`config.mk`:
```
export PLATFORM = sky130hd
export DESIGN_NAME = bk_mem_arbiter
export DESIGN_NICKNAME = d
export VERILOG_FILES = /design/src/rtl/bk_mem_pkg.sv /design/src/rtl/bk_mem_arbiter.sv
export SDC_FILE = /design/constraint.sdc
export NUM_CORES = 1
export LEC_CHECK = 0
export BUFFER_PORTS_ARGS = -buffer_cell sky130_fd_sc_hd__buf_4
export CAP_MARGIN = 15
export CORE_ASPECT_RATIO = 1.75
export CORE_MARGIN = 10
export CORE_UTILIZATION = 41
export CTS_CLUSTER_DIAMETER = 120
export CTS_CLUSTER_SIZE = 14
export DETAILED_ROUTE_END_ITERATION = 8
export GPL_TIMING_DRIVEN = 1
export PLACE_DENSITY_LB_ADDON = 0.12
export SETUP_SLACK_MARGIN = 0.3
export SLEW_MARGIN = 20
export SYNTH_ARGS = -nofsm -noshare
export SYNTH_HDL_FRONTEND = slang
export SYNTH_SLANG_ARGS = --single-unit
```
`constraint.sdc`:
```
create_clock -name m_clock -period 4.4 [get_ports m_clock]
set_input_delay 0.22 -clock m_clock [delete_from_list [all_inputs] [get_ports m_clock]]
set_output_delay 0.22 -clock m_clock [all_outputs]
set_load 0.01 [all_outputs]
```
`src/rtl/bk_mem_pkg.sv`:
```
// Shared types for the BK SRAM arbiter: FSM encoding and byte-lane enables.
package bk_mem_pkg;

  typedef enum logic [1:0] {
    IDLE,
    VID_ACC,
    CPU_ACC,
    CPU_HOLD
  } state_t;

  localparam logic [1:0] BE_WORD = 2'b11;
  localparam logic [1:0] BE_LO   = 2'b01;
  localparam logic [1:0] BE_HI   = 2'b10;

  function automatic logic [1:0] cpu_be(
    input logic byte_op,
    input logic a0
  );
    if (!byte_op) return BE_WORD;
    return a0 ? BE_HI : BE_LO;
  endfunction

endpackage

```
`src/rtl/bk_mem_arbiter.sv`:
```
// SRAM word-port arbiter between the bkcore CPU bus and video scan-out.
// Define BK_MEMARB_FAIR_EN to cap consecutive video grants at MAX_VID_RUN.
module bk_mem_arbiter
  import bk_mem_pkg::*;
#(
  parameter int unsigned      AW          = 15,
  parameter int unsigned      WAIT_STATES = 1,
  parameter logic [AW-1:0]    SCREEN_BASE = 15'h2000,
  parameter int unsigned      MAX_VID_RUN = 4
) (
  input  logic          m_clock,
  input  logic          p_reset,
  input  logic          ce,
  input  logic          cpu_rd,
  input  logic          cpu_wt,
  input  logic          cpu_byte,
  input  logic [15:0]   cpu_adr,
  input  logic [15:0]   cpu_dout,
  output logic [15:0]   cpu_din,
  output logic          cpu_reply,
  input  logic          vid_req,
  input  logic [12:0]   vid_adr,
  output logic [15:0]   vid_data,
  output logic          vid_ack,
  output logic [AW-1:0] sram_adr,
  input  logic [15:0]   sram_dq_i,
  output logic [15:0]   sram_dq_o,
  output logic          sram_dq_oe,
  output logic          sram_we,
  output logic          sram_oe,
  output logic [1:0]    sram_be
);

  localparam int CW = (WAIT_STATES > 0) ? $clog2(WAIT_STATES + 1) : 1;

  state_t        state_q, state_d;
  logic [CW-1:0] cnt_q;
  logic          last;
  logic          cpu_req, cpu_pend;
  logic          grant_vid, grant_cpu;
  logic          vid_cap;
  logic          wr_q, rom_q, keep_q;
  logic [1:0]    be_q;
  logic [15:0]   dq_q;

  assign last     = (cnt_q == CW'(WAIT_STATES));
  assign cpu_req  = cpu_rd | cpu_wt;
  assign cpu_pend = cpu_req & ~cpu_reply;

`ifdef BK_MEMARB_FAIR_EN
  localparam int RW = $clog2(MAX_VID_RUN + 1);
  logic [RW-1:0] vrun_q;

  assign vid_cap = (vrun_q == RW'(MAX_VID_RUN));

  always_ff @(posedge m_clock or posedge p_reset) begin
    if (p_reset) begin
      vrun_q <= '0;
    end else if (ce) begin
      if (grant_cpu)
        vrun_q <= '0;
      else if (grant_vid && !vid_cap)
        vrun_q <= vrun_q + 1'b1;
    end
  end
`else
  assign vid_cap = 1'b0;
`endif

  always_ff @(posedge m_clock or posedge p_reset) begin
    if (p_reset)
      state_q <= IDLE;
    else if (ce)
      state_q <= state_d;
  end

  always_comb begin
    state_d   = state_q;
    grant_vid = 1'b0;
    grant_cpu = 1'b0;
    unique case (state_q)
      IDLE: begin
        if (vid_req && !(vid_cap && cpu_pend)) begin
          grant_vid = 1'b1;
          state_d   = VID_ACC;
        end else if (cpu_pend) begin
          grant_cpu = 1'b1;
          state_d   = CPU_ACC;
        end
      end
      VID_ACC:
        if (last) state_d = IDLE;
      // a request dropped at any point of the access forfeits its reply
      CPU_ACC:
        if (last) state_d = (keep_q && cpu_req) ? CPU_HOLD : IDLE;
      CPU_HOLD:
        if (!cpu_req) state_d = IDLE;
      default:
        state_d = IDLE;
    endcase
  end

  always_ff @(posedge m_clock or posedge p_reset) begin
    if (p_reset) begin
      cnt_q     <= '0;
      sram_adr  <= '0;
      be_q      <= 2'b00;
      wr_q      <= 1'b0;
      rom_q     <= 1'b0;
      keep_q    <= 1'b0;
      dq_q      <= '0;
      cpu_din   <= '0;
      cpu_reply <= 1'b0;
      vid_data  <= '0;
      vid_ack   <= 1'b0;
    end else if (ce) begin
      if ((state_q == VID_ACC || state_q == CPU_ACC) && !last)
        cnt_q <= cnt_q + 1'b1;
      else
        cnt_q <= '0;
      if (grant_vid) begin
        sram_adr <= SCREEN_BASE + AW'(vid_adr);
        be_q     <= BE_WORD;
        wr_q     <= 1'b0;
        rom_q    <= 1'b0;
      end
      if (grant_cpu) begin
        sram_adr <= cpu_adr[AW:1];
        be_q     <= cpu_be(cpu_byte, cpu_adr[0]);
        wr_q     <= cpu_wt;
        rom_q    <= cpu_adr[15];
        dq_q     <= cpu_dout;
        keep_q   <= 1'b1;
      end else if (state_q == CPU_ACC && !cpu_req) begin
        keep_q   <= 1'b0;
      end
      vid_ack <= (state_q == VID_ACC) && last;
      if (state_q == VID_ACC && last)
        vid_data <= sram_dq_i;
      if (state_q == CPU_ACC && last && !wr_q)
        cpu_din <= sram_dq_i;
      cpu_reply <= (state_d == CPU_HOLD);
    end
  end

  always_comb begin
    sram_oe    = 1'b0;
    sram_we    = 1'b0;
    sram_dq_oe = 1'b0;
    sram_be    = 2'b00;
    sram_dq_o  = dq_q;
    unique case (state_q)
      VID_ACC: begin
        sram_oe = 1'b1;
        sram_be = be_q;
      end
      // last write cycle drops we to hold address/data past the strobe
      CPU_ACC: begin
        sram_be = be_q;
        if (wr_q) begin
          sram_dq_oe = 1'b1;
          sram_we    = !rom_q && ((WAIT_STATES == 0) || !last);
        end else begin
          sram_oe    = 1'b1;
        end
      end
      default: ;
    endcase
  end

endmodule

```
Word level (Yosys, flattened, before mapping)
Cells that the tools add are included.
{ "totals": {"inputBits": 68, "regBits": 73, "output_inout_bits": 70, "word_cells": 77} }
{ "op_classes": {"add_sub_neg": 2, "mux": 35, "bitwise_logic": 3, "n_reduce_logical": 21, "n_eq_ne": 4} }
{ "ops": {"columns": ["cell", "n"], "rows": [
  ["$mux W15", 2],
  ["$mux W2", 12],
  ["$mux W1", 19],
  ["$add A14 B13 Y15 const A", 1],
  ["$reduce_and A2 Y1", 5],
  ["$pmux W2 S4", 1],
  ["$logic_and A1 B1 Y1", 7],
  ["$eq A2 B2 Y1 const B", 3],
  ["$logic_not A1 Y1", 4],
  ["$reduce_bool A2 Y1", 2],
  ["$eq A2 B1 Y1 const B", 1],
  ["$logic_not A2 Y1", 1],
  ["$pmux W1 S2", 1],
  ["$reduce_or A2 Y1", 1],
  ["$add A1 B1 Y1 const B", 1],
  ["$and A1 B1 Y1", 1],
  ["$logic_or A1 B1 Y1", 1],
  ["$not A1 Y1", 1],
  ["$or A1 B1 Y1", 1]
]} }

Longest topological paths before layout
{ "logic_depth": {"depth_word": 9, "ltp_mapped": 7, "mapped_depth_nobuf": 6} }

Worst setup path after synthesis
Ideal clock, no wire load.
{ "synth_path": {"path_type": "reg2reg", "startpoint": "register state_q[0]", "endpoint": "register cpu_din[0]", "path_buffers": 1, "setup_slack_ns": 2.661, "path_stages_with_launch": 7, "setup_ns": 0.125, "synth_period_minus_slack_ns": 1.739, "arrival_ns": 1.614, "required_time_ns": 4.275, "cell_sequence": "dfrtp_1 -> inv_1 -> ha_1 -> nor2b_1 -> nand3_2 -> buf_2 -> mux2_2"} }
{ "synth_via": {"elab_chain_cells": 4} }
{ "synth_rtl": {"columns": ["item", "line_no", "text"], "rows": [
  ["from (decl)", "bk_mem_arbiter.sv:36", "state_t state_q, state_d;"],
  ["from (signal assigned)", "bk_mem_arbiter.sv:74", "state_q <= state_d;"],
  ["$eq A2 B2 Y1", "bk_mem_arbiter.sv:140", "if (state_q == CPU_ACC && last && !wr_q)"],
  ["$logic_and A1 B1 Y1 (2 in a row)", "bk_mem_arbiter.sv:140", null],
  ["$reduce_and A2 Y1 (no line)", null, null],
  ["to (signal assigned)", "bk_mem_arbiter.sv:141", "cpu_din <= sram_dq_i;"],
  ["to (decl)", "bk_mem_arbiter.sv:19", "output logic [15:0] cpu_din,"]
]} }
No other way between the ends.
A chain may end at the register's enable or synchronous reset.

Worst setup path in the final report
{ "layout_path": {"startpoint": "register state_q[0]", "endpoint": "register cpu_din[6]"} }
Same word-level chain as after synthesis.

==> flow_summary.toml <==
[clock_network]
numClockSinks = 72
max-clock-path-buffers = 2
cts.clk_slew.worst_paths_ns = 0.05
cts-buffers-inserted = 9
ctsHtreeMaxLevel = 3
insertion_delay_ns = 0.33
cts_tree = "yes"
cts_root_buffer = "sky130_fd_sc_hd__clkbuf_16"
post_cts.repair.setup_buffers = 0
cts.hold.buffers_added = 1
postCtsResizedCells = 0

[cells_and_area]
final.fill_count = 680
antenna_cells = 0
final_common_cell = "sky130_fd_sc_hd__buf_4"
post_route_cells_drive_above_1_share_pct = 56.5
flow.area_growth_from_synthesis_pct = 43.7
final_cell_count_no_fill = 460
final_nets = 440
most_frequent_cells_in_the_layout = "sky130_fd_sc_hd__buf_4, sky130_fd_sc_hd__dfrtp_1, sky130_fd_sc_hd__mux2_2"

[placement]
place.detailed.hpwl_mm = 6.53
post-place-cells = 443
finalWeightedCongestion = 0.812
port-buffer-count = 137
place_ws_ns = 2.27

[synth]
post-synth-top-area-cell = "sky130_fd_sc_hd__dfrtp_1"
synth_cells = 227
synth-edff-count = 0
yosys_synthesis_warning_count = 0
asr_flop_ratio_synth_pct = 100
synth.net_count = 300
syn_area_sq_mm = 0.00313
post_synth_main_area_contributors = "sky130_fd_sc_hd__dfrtp_1, sky130_fd_sc_hd__mux2_2, sky130_fd_sc_hd__mux2i_1, sky130_fd_sc_hd__mux2_4, sky130_fd_sc_hd__o21ai_0"
most_common_flop_cell_mapped_by_yosys = "sky130_fd_sc_hd__dfrtp_1"
synth.top_cell.area_share_pct = 57.6
synth.lib_cells_used.distinct = 40
post_synth.cell_area_avg_sq_um = 13.8
synth-seq-area-share_pct = 57.6
ys_ff_latch = 72

[drt]
route.detailed.vias_per_inst = 5.04
first_pass_iters = 4
routedWlPerCell_um = 18.5
drt-total-wl_mm = 8.51
drt_iter0_drc = 64
postRouteAntennaNets = 0
dr_total_vias = 2320
remaining_drc_errors = 0

[floorplan]
fp.dieArea_sq_mm = 0.0117
die_w_um = 86.0
die_height_um = 136
top_level_ports = 138
design.core.area_sq_mm = 0.00751
rows = 42
initial_util_pct = 41.6

[critical_path]
crit_buf_inv = 1
crit_required_ns = 4.62
critical_path.slowest_cell = "sky130_fd_sc_hd__mux2_2"
cp_top_family = "simple AND/OR/NAND/NOR gates"
worstSetupStartpointType = "flop"
crit_path_max_fanout = 16
cp_slowest_stage_delay_ns = 0.43
worst_setup_path_end_kind = "flop"
worstSetupPathType = "reg2reg"
arrival_ns = 2.27
critical_path.cell_chain = "inv_1 > ha_1 > nor2b_1 > nand3_2 > mux2_2"

[pwr]
static-leakage-power_nw = 2.21
power.ir.vdd_worst_uv = 363
fin_total_pwr_w = 0.00326
power.density_mw_per_mm2 = 726

[grt]
grt_start_max_net_pins = 48
vias_in_the_first_global_route = 2541
antenna_found_initial = 0
grt_overflow_total = 0
grt_overall_usage_pct = 14.7
wire_length_of_the_first_global_routing_pass_mm = 13.2

[sta]
achievable-frequency_ghz = 0.486
min_period_ns = 2.06
endpoints_failing_hold = 0
worst-slew-pin-transition_ns = 0.969
final.setup.tns_ns = 0
slew-limit-headroom_pct = 35.2
finalSetupViolations = 0
finalCritPeriodShare_pct = 46.7
setup_skew_after_layout_ns = 0.00566
setup_slack_ns = 2.34
setup_repair_after_global_routing_missed_its_margin = "no"
slew_viol_final = 0

[worst_hold_path]
worst_hold_path_type = "in2reg"

[flow_run]
maxCapViolCount = 0

[run_status]
status = "finished, final reports clean"
-- state kept, by name (all words and copies together), names as in the netlist --
| register | count |
|---|---|
| cnt_q | 1 |
| sram_dq_o | 16 |
| vid_ack | 1 |
| keep_q | 1 |
| be_q | 2 |
| cpu_din | 16 |
| cpu_reply | 1 |
| sram_adr | 15 |
| wr_q | 1 |
| state_q | 2 |
| vid_data | 16 |
-- worst paths after layout --
check	startpoint	end	slack, ns	cells past startpoint
max	state_q[0]$_DFFE_PP0P_	cpu_din[6]$_DFFE_PP0P_	2.34	5
min	cpu_adr[0]	be_q[0]$_DFFE_PP0P_	0.11	2
max reg2reg	state_q[0]$_DFFE_PP0P_	cpu_din[6]$_DFFE_PP0P_	2.34	5
min reg2reg	sram_adr[4]$_DFFE_PP0P_	sram_adr[4]$_DFFE_PP0P_	0.48	2
max in group asynchronous	p_reset	sram_dq_o[3]$_DFFE_PP0P_	2.88	4
min in group asynchronous	p_reset	sram_dq_o[13]$_DFFE_PP0P_	0.52	3
-- where the power goes --
part	internal (W)	switching, W	total (W)
Clock	0.000433	0.000270	0.000703
Combinational	0.000776	0.000616	0.00139
Sequential	0.000983	0.000182	0.00117
Total	0.00219	0.00107	0.00326
-- routing by layer --
metal	part of all wire, %	track usage [%]	vias to the layer above
met5	0	0	-
li1	-	-	1083
met4	1.7	6.34	0
met3	7.2	6.08	14
met2	57	27.1	66
met1	34	13.4	1157
-- metrics by stage --
step / cell area, sq um / hold slack, ns / util (%)
final: 4490 / 0.114 / 59.8
after global routing: 4490 / 0.109 / 59.8
after CTS: 4490 / 0.103 / 59.8
after detailed placement: 4200 / 0.317 / 55.8
after global placement: 4200 / 0.316 / 55.8
after floorplan: 3130 / 0.349 / -
-- synth_stat cells (3+ instances only) --
master	n
sky130_fd_sc_hd__o21ai_0	17
sky130_fd_sc_hd__nand2_1	17
sky130_fd_sc_hd__o211ai_1	3
sky130_fd_sc_hd__mux2_4	8
sky130_fd_sc_hd__ha_1	5
sky130_fd_sc_hd__and2_1	3
sky130_fd_sc_hd__inv_1	6
sky130_fd_sc_hd__mux2i_1	14
sky130_fd_sc_hd__dfrtp_1	72
sky130_fd_sc_hd__mux2_2	40
sky130_fd_sc_hd__nor2_1	3
sky130_fd_sc_hd__buf_2	4
-- worst reg2reg max path, stage by stage, from the launching register on --
cell and delay (ns):
sky130_fd_sc_hd__dfrtp_1 0.40, sky130_fd_sc_hd__inv_1 0.16, sky130_fd_sc_hd__ha_1 0.30, sky130_fd_sc_hd__nor2b_1 0.24
sky130_fd_sc_hd__nand3_2 0.41, sky130_fd_sc_hd__mux2_2 0.43
-- cell families (layout without fill, tap and decap cells) --
kind of cell	count (synthesis)	in the layout	synth area share, %
and+or+nand+nor	33	33	5.68
AOI/OAI and AO/OA	38	38	8.36
DFF	72	72	57.6
buffers and inverters	17	162	3.64
adders and majority gates	5	5	2.00
muxes	62	62	22.7
-- layout make-up --
cell class,count,area [sq um],share of cell area (%)
clock inverters,7,62.6,1.39
flip-flops and latches,72,1800,40.1
multi-input cells,138,1220,27.1
repair buffers,140,1050,23.4
well taps,88,110,2.45
inverters,6,22.5,0.501
clock buffers,9,225,5.01
Note: power is estimated with default switching activity, not from simulation.
